--- config.mk ---
export PLATFORM = sky130hd
export DESIGN_NAME = ad4008_responder
export DESIGN_NICKNAME = d
export VERILOG_FILES = /design/src/rtl/ad4008_pkg.sv /design/src/rtl/sync_edge_detect.sv /design/src/rtl/ad4008_responder.sv
export SDC_FILE = /design/constraint.sdc
export NUM_CORES = 1
export LEC_CHECK = 0
export ABC_AREA = 1
export BUFFER_PORTS_ARGS = -buffer_cell sky130_fd_sc_hd__buf_4
export CAP_MARGIN = 20
export CELL_PAD_IN_SITES_DETAIL_PLACEMENT = 1
export CELL_PAD_IN_SITES_GLOBAL_PLACEMENT = 1
export CORE_ASPECT_RATIO = 0.75
export CORE_MARGIN = 3
export CORE_UTILIZATION = 30
export CTS_CLUSTER_SIZE = 14
export DETAILED_ROUTE_END_ITERATION = 6
export PLACE_DENSITY_LB_ADDON = 0.08
export SLEW_MARGIN = 20
export SYNTH_ARGS = -nofsm -noshare
export SYNTH_HDL_FRONTEND = slang
export SYNTH_SLANG_ARGS = --single-unit
--- constraint.sdc ---
create_clock -name clk -period 1.6 [get_ports clk]
set_input_delay 0.08 -clock clk [delete_from_list [all_inputs] [get_ports clk]]
set_output_delay 0.08 -clock clk [all_outputs]
set_load 0.02 [all_outputs]
--- src/rtl/ad4008_pkg.sv ---
// rtl/ad4008_pkg.sv - shared AD4008 word width and responder state encoding
package ad4008_pkg;
   localparam int ADC_WIDTH_DEFAULT = 16;

   typedef enum logic [1:0] {
      IDLE,
      CONVERT,
      WAIT_CNV_LOW,
      SHIFT
   } state_e;
endpackage

--- src/rtl/sync_edge_detect.sv ---
// rtl/sync_edge_detect.sv - multi-flop synchronizer with 1-cycle rise/fall pulses
module sync_edge_detect #(
   parameter int SYNC_STAGES = 2
) (
   input  logic clk,
   input  logic rst_n,
   input  logic d_in,
   output logic level,
   output logic rise,
   output logic fall
);
   logic [SYNC_STAGES-1:0] sync_q, sync_d;
   logic                   prev_q, prev_d;

   always_comb begin
      sync_d = {sync_q[SYNC_STAGES-2:0], d_in};
      prev_d = sync_q[SYNC_STAGES-1];
   end

   always_ff @(posedge clk or negedge rst_n) begin
      if (!rst_n) begin
         sync_q <= '0;
         prev_q <= 1'b0;
      end else begin
         sync_q <= sync_d;
         prev_q <= prev_d;
      end
   end

   assign level = sync_q[SYNC_STAGES-1];
   assign rise  = level & ~prev_q;
   assign fall  = ~level & prev_q;
endmodule

--- src/rtl/ad4008_responder.sv ---
// rtl/ad4008_responder.sv - clocked AD4008 ADC model serving queued samples over cnv/sck/sdo
module ad4008_responder
   import ad4008_pkg::*;
#(
   parameter int ADC_WIDTH   = ADC_WIDTH_DEFAULT,
   parameter int CONV_CYCLES = 30,
   parameter int SYNC_STAGES = 2
) (
   input  logic                 clk,
   input  logic                 aresetn,
   input  logic                 cnv,
   input  logic                 sck,
   output logic                 sdo,
   input  logic [ADC_WIDTH-1:0] sample_data,
   input  logic                 sample_valid,
   output logic                 sample_ready,
   output logic                 busy,
   output logic                 underrun,
   output logic                 abort,
   output logic [15:0]          conv_count
);
   localparam int CCW = $clog2(CONV_CYCLES + 1);
   localparam int BCW = (ADC_WIDTH > 1) ? $clog2(ADC_WIDTH) : 1;

   logic cnv_level, cnv_rise, cnv_fall;
   logic sck_level, sck_rise, sck_fall;
   logic unused_sync;

   sync_edge_detect #(.SYNC_STAGES(SYNC_STAGES)) u_cnv_sync (
      .clk(clk), .rst_n(aresetn), .d_in(cnv),
      .level(cnv_level), .rise(cnv_rise), .fall(cnv_fall)
   );

   sync_edge_detect #(.SYNC_STAGES(SYNC_STAGES)) u_sck_sync (
      .clk(clk), .rst_n(aresetn), .d_in(sck),
      .level(sck_level), .rise(sck_rise), .fall(sck_fall)
   );

   // Data moves only on sck falls; the reader samples on the rising side.
   assign unused_sync = sck_level ^ sck_rise;

   state_e               state_q, state_d;
   logic [ADC_WIDTH-1:0] shift_q, shift_d;
   logic [ADC_WIDTH-1:0] last_q, last_d;
   logic [ADC_WIDTH-1:0] hold_q, hold_d;
   logic                 hold_full_q, hold_full_d;
   logic [CCW-1:0]       conv_cnt_q, conv_cnt_d;
   logic [BCW-1:0]       bit_cnt_q, bit_cnt_d;
   logic                 sdo_q, sdo_d;
   logic                 busy_q, busy_d;
   logic                 underrun_q, underrun_d;
   logic                 abort_q, abort_d;
   logic [15:0]          count_q, count_d;
   logic                 start;

   always_comb begin
      state_d     = state_q;
      shift_d     = shift_q;
      last_d      = last_q;
      hold_d      = hold_q;
      hold_full_d = hold_full_q;
      conv_cnt_d  = conv_cnt_q;
      bit_cnt_d   = bit_cnt_q;
      sdo_d       = sdo_q;
      busy_d      = busy_q;
      underrun_d  = 1'b0;
      abort_d     = 1'b0;
      count_d     = count_q;
      start       = 1'b0;

      if (sample_valid && !hold_full_q) begin
         hold_d      = sample_data;
         hold_full_d = 1'b1;
      end

      case (state_q)
         IDLE: begin
            sdo_d = 1'b0;
            start = cnv_rise;
         end
         CONVERT: begin
            sdo_d = 1'b0;
            if (conv_cnt_q == '0) begin
               busy_d  = 1'b0;
               state_d = WAIT_CNV_LOW;
            end else begin
               conv_cnt_d = conv_cnt_q - CCW'(1);
            end
         end
         WAIT_CNV_LOW: begin
            sdo_d = 1'b0;
            if (!cnv_level || cnv_fall) begin
               state_d   = SHIFT;
               sdo_d     = shift_q[ADC_WIDTH-1];
               bit_cnt_d = BCW'(ADC_WIDTH - 1);
            end
         end
         SHIFT: begin
            if (cnv_rise) begin
               abort_d = 1'b1;
               start   = 1'b1;
            end else if (sck_fall) begin
               if (bit_cnt_q == '0) begin
                  sdo_d   = 1'b0;
                  state_d = IDLE;
               end else begin
                  shift_d   = shift_q << 1;
                  sdo_d     = shift_q[ADC_WIDTH-2];
                  bit_cnt_d = bit_cnt_q - BCW'(1);
               end
            end
         end
         default: state_d = IDLE;
      endcase

      // A word accepted this cycle is not yet in hold_full_q, so it waits for the next conversion.
      if (start) begin
         state_d    = CONVERT;
         sdo_d      = 1'b0;
         busy_d     = 1'b1;
         conv_cnt_d = CCW'(CONV_CYCLES - 1);
         count_d    = count_q + 16'd1;
         if (hold_full_q) begin
            shift_d     = hold_q;
            last_d      = hold_q;
            hold_full_d = 1'b0;
         end else begin
            shift_d    = last_q;
            underrun_d = 1'b1;
         end
      end
   end

   always_ff @(posedge clk or negedge aresetn) begin
      if (!aresetn) begin
         state_q     <= IDLE;
         shift_q     <= '0;
         last_q      <= '0;
         hold_q      <= '0;
         hold_full_q <= 1'b0;
         conv_cnt_q  <= '0;
         bit_cnt_q   <= '0;
         sdo_q       <= 1'b0;
         busy_q      <= 1'b0;
         underrun_q  <= 1'b0;
         abort_q     <= 1'b0;
         count_q     <= '0;
      end else begin
         state_q     <= state_d;
         shift_q     <= shift_d;
         last_q      <= last_d;
         hold_q      <= hold_d;
         hold_full_q <= hold_full_d;
         conv_cnt_q  <= conv_cnt_d;
         bit_cnt_q   <= bit_cnt_d;
         sdo_q       <= sdo_d;
         busy_q      <= busy_d;
         underrun_q  <= underrun_d;
         abort_q     <= abort_d;
         count_q     <= count_d;
      end
   end

   assign sdo          = sdo_q;
   assign sample_ready = ~hold_full_q;
   assign busy         = busy_q;
   assign underrun     = underrun_q;
   assign abort        = abort_q;
   assign conv_count   = count_q;
endmodule

# After elaboration in Yosys (flattened, before gate mapping)

Index checks and enable logic that the tools add are counted.

Output and inout bits: 21
Register bits: 86
Input port bits: 21
Word-level logic and storage cells: 99

Multiplexer cells: 38
$add $sub $neg: 3
Bitwise operators: 7
Eq/ne operators: 15
Reductions and logical operators: 20

Operator list:

| kind                                              | number |
|---|---|
| two-way mux 16 bit                                | 6 |
| adder 16 x 1 -> 16 bit (second input constant)    | 1 |
| two-way mux 4 bit                                 | 4 |
| two-way mux 1 bit                                 | 15 |
| two-way mux 5 bit                                 | 3 |
| inequality test 3 bit (second input constant)     | 5 |
| two-way mux 2 bit                                 | 6 |
| inequality test 2 bit (second input constant)     | 6 |
| nonzero test 2 bit                                | 5 |
| case mux 4 bit (2 select lines)                   | 1 |
| case mux 2 bit (3 select lines)                   | 1 |
| AND reduction 2 bit                               | 3 |
| AND reduction 6 bit                               | 1 |
| zero test 5 bit                                   | 1 |
| AND reduction 5 bit                               | 1 |
| subtractor 5 x 1 -> 5 bit (second input constant) | 1 |
| equality test 2 bit (second input constant)       | 2 |
| zero test 4 bit                                   | 1 |
| inverter 1 bit                                    | 4 |
| AND reduction 4 bit                               | 1 |
| nonzero test 4 bit                                | 1 |
| subtractor 4 x 1 -> 4 bit (second input constant) | 1 |
| AND 1 bit                                         | 3 |
| case mux 1 bit (3 select lines)                   | 1 |
| other kinds (8)                                   | 9 |

# Depth between registers and ports, before layout

Word-level depth: 6
Depth in mapped cells: 9
Depth with buffers taken out: 9

# Cells and area by module

From an unflattened synthesis, not the netlist that was laid out.

Cell total of the unflattened synthesis: 463
Area total of the unflattened synthesis: 4041.4 µm²

By module, submodules not included:

| module           | area an instance (µm²) | cells an instance | sequential area each (µm²) | times used |
|---|---|---|---|---|
| ad4008_responder | 3861.2                 | 449               | 2001.9                     | 1 |
| sync_edge_detect | 90.1                   | 7                 | 75.1                       | 2 |

# Worst setup path before layout

Ideal clock, no wire load.

Path type: register to register
Start point: reg state_q[0]
End point: reg count_q[9], in the netlist conv_count[9]
Data arrival time: 1365 ps
Slack: 118 ps
Period minus slack after synthesis: 1482 ps
Library setup time: 117 ps
Path buffers: 0
Stages on the path, launching flop included: 10
Data required time: 1483 ps
Path through: dfrtp_1 > inv_1 > ha_1 > nand3_4 > nor2_2 > nand2_1 > nor2_4 > nand2_1 > nand2_1 > nand2_1

Cells in the longest elaborated chain, start to end: 2
Elaborated cells between the ends (all ways): 3
Classes of those cells: 1 x eq/ne; 1 x mux; 1 x reduce/logical

Ends and longest elaborated chain:

| item                                                   | line                    | RTL |
|---|---|---|
| start, declared                                        | ad4008_responder.sv:42  | `state_e state_q, state_d;` |
| start signal, assigned                                 | ad4008_responder.sv:149 | `state_q <= state_d;` |
| equality test 2 bit or zero test 2 bit (tied branches) | ad4008_responder.sv:76  | `case (state_q)` |
| case mux 1 bit (2 select lines) (*)                    | ad4008_responder.sv:76  |  |
| end signal, assigned                                   | ad4008_responder.sv:160 | `count_q <= count_d;` |
| end, declared                                          | ad4008_responder.sv:53  | `logic [15:0] count_q, count_d;` |

Mark *: on every way between the ends. The rest lies on a longest branch, timed or not.
A chain may end at the register's enable or synchronous reset.

# Worst setup path after layout

Start point: reg state_q[1]
End point: reg count_q[8], in the netlist conv_count[8]

Same word-level chain as after synthesis.

==> results.cfg <==
[timing]
fmax_ghz = 0.6452
relSlewSlack = 0.7162
finalWorstSetupSlack_ns = 0.05012
timing.hold.ws_ns = 0.1358
hold_viol = 0
finalSetupViolCount = 0
timing.final.max_slew_violations = 0
setup_tns_ns = 0
fin_crit_sh = 0.9687
period_minus_slack_ns = 1.550
grt_setup_unrepaired = true
clock-skew-final_ns = 0.01216
worst_pin_slew_ns = 0.4242

[floorplanning]
die_y_um = 105.4
rows = 35
die_area_um2 = 14590
initial_core_util = 0.3143
die_x_um = 138.5
pin_count = 42
core_area_um2 = 12570

[synthesis]
syn_area_um2 = 3950
synthTopCellsByCount = nand2_1 (150), dfrtp_1 (86), o21ai_0 (54)
ys_seq_elements = 86
synth_cell_types = 27
synth_edf_count = 0
synth_top_area_share = 0.5448
ys_warn_count = 0
syn_area_per_cell_um2 = 8.681
post-synth-top-count-cell = nand2_1
synth_seq_area_share = 0.5448
synthArstFlopShare = 1.000
synth_top_flop_cell = dfrtp_1
synthCells = 455
syn_nets = 482
synth_area_leader_cell = dfrtp_1
synth.top_cells.by_area = dfrtp_1 (54%), nand2_1 (14%), o21ai_0 (6.8%), inv_1 (4.6%), mux2_2 (4.6%)

[finish]
fin_area_um2 = 5226
antenna_cells = 0
finalNetCount = 565
layout-drive-gt1-share = 0.2357
syn_to_final_growth_pct = 32.31

[detailed_routing]
drt-total-wl_um = 9945
routedWlPerCell_um = 14.03
routed_via_density = 4.525
post-route-drc-count = 0
drtIter0Drc = 122
ant_nets = 0
vias = 3208
drt_pass1_iterations = 4

[clock_network]
clock_latency_ns = 0.35
cts_tree = built
cts_root_buf = clkbuf_16
cts_made_buffers = 9
h-tree-depth = 3
clk_pin_slew_ns = 0.07
cts_sinks = 86
clock_path_buffers = 2

[flow_run]
cap_violations = 0

[setup_path]
end_kind = flop
cp.arrival_ns = 1.78
rr_endpoint = conv_count[8]$_DFFE_PN0P_
r2r_slack_ns = 0.05
crit_chain = ha_4 > nand3_4 > buf_6 > nor2_4 > nand4_4 > o21ai_1 > nand2_1
path_depth = 7
max_stage_delay_ns = 0.41
path_buf_inv = 1
endpoint = conv_count[8]$_DFFE_PN0P_
critPathRequiredTime_ns = 1.83
r2r-start = state_q[1]$_DFFE_PN0P_
cp_slowest_cell = dfrtp_1
cp_max_fo = 5
reg2reg_depth = 7
critPathTopFamily = simple AND/OR/NAND/NOR gates
startpoint_type = flop
crit_type = flop to flop
critPathLaunch = state_q[1]$_DFFE_PN0P_

[worst_hold_path]
min_path_type = primary input to async pin

[placement]
placed_area_um2 = 4573
io_buffers = 41
post-place-ws_ns = -0.01676
place_congestion = 0.7561
hpwl_um = 7131

[global_route]
grt_overflow = 0
grt_first_pass_wirelength_um = 17080
grt_usage = 0.1449
grt_pass1_vias = 3333
grt_max_degree = 28
antenna_found_initial = 0

[outcome]
status = finished clean

[pwr]
power_w = 0.008983
p_leak_nw = 2.575
p_per_area_nw_per_um2 = 1719
ir_drop_mv = 0.6667
[logic make-up (layout without fill, tap and decap cells)]
group           after synthesis  in the layout  synth area share
compound gates               63             63           0.08331
xor+xnor                      8              8           0.01774
fa+ha+maj                     6              6           0.01900
buf+inv                      65            153           0.06810
flops                        86             86            0.5448
mux                          16             16           0.04561
simple gates                211            211            0.2214
[flip-flops by register name, summed over array words and instances (netlist names)]
register	flops
u_sck_sync.prev_q	1
u_sck_sync.sync_q	2
shift_q	16
bit_cnt_q	4
state_q	2
abort	1
conv_cnt_q	5
u_cnv_sync.prev_q	1
underrun	1
last_q	16
busy	1
u_cnv_sync.sync_q	2
sdo	1
hold_full_q	1
conv_count	16
hold_q	16
[worst min-delay path by stage]
stage	slack, ns	end
global placement	-0.04	conv_count[4]$_DFFE_PN0P_
CTS	0.14	conv_count[9]$_DFFE_PN0P_
detailed placement	-0.04	conv_count[4]$_DFFE_PN0P_
global route	0.14	conv_count[9]$_DFFE_PN0P_
floorplan	-0.22	abort$_DFF_PN0_
finish	0.14	conv_count[9]$_DFFE_PN0P_
[timing repair]
action                     4_1_cts  5_1_grt
hold buffers                    19        0
pin swaps                        0        6
setup endpoints to repair        3       22
hold endpoints to repair       104        0
gates resized for setup          4       27
gates cloned                     0        0
buffers inserted                 0        3
[where the power goes]
group	switching [W]	internal, W
sequential	0.000448	0.00295
clock	0.000948	0.00155
combinational	0.00177	0.00132
total	0.00317	0.00582
[area by class of cell]
| type | instances | area (µm²) |
|---|---|---|
| fillers | 1462 | 7342 |
| flip-flops and latches | 86 | 2156 |
| multi-input cells | 304 | 1595 |
| repair buffers | 86 | 725.7 |
| clock buffers | 9 | 225.2 |
| well taps | 166 | 207.7 |
| inverters | 51 | 191.4 |
| clock inverters | 7 | 125.1 |
[worst reg2reg max path, delay by kind of cell (launching register included)]
| family | cells | cell delay (ns) |
|---|---|---|
| simple gates | 4 | 0.42 |
| flops | 1 | 0.41 |
| fa+ha+maj | 1 | 0.29 |
| buf+inv | 1 | 0.16 |
| compound gates | 1 | 0.16 |
[cell usage in the layout (no fill, tap or decap), drive strengths merged, types with 3 or more instances in the layout]
cell,count
nor2,33
xnor2,3
inv,55
dfrtp,86
dlygate4sd3,19
ha,6
mux2,16
bufinv,3
nand2,151
clkbuf,9
xor2,5
nand3,23
o211ai,3
o21ai,54
buf,67
[metrics by stage]
| stage | utilization | std cells |
|---|---|---|
| floorplan | - | 455 |
| detailed placement | 0.3639 | 671 |
| global route | 0.4158 | 709 |
| global placement | 0.3639 | 671 |
| CTS | 0.4079 | 706 |
| finish | 0.4158 | 709 |
[layer usage]
layer / up-vias / track usage / share of wire
met5: - / 0 / 0
met4: 0 / 0.03808 / 0.011
met3: 8 / 0.03991 / 0.027
met2: 29 / 0.2159 / 0.44
met1: 1569 / 0.2078 / 0.53
li1: 1602 / - / -
No activity file was read; power rests on OpenSTA's default activity.
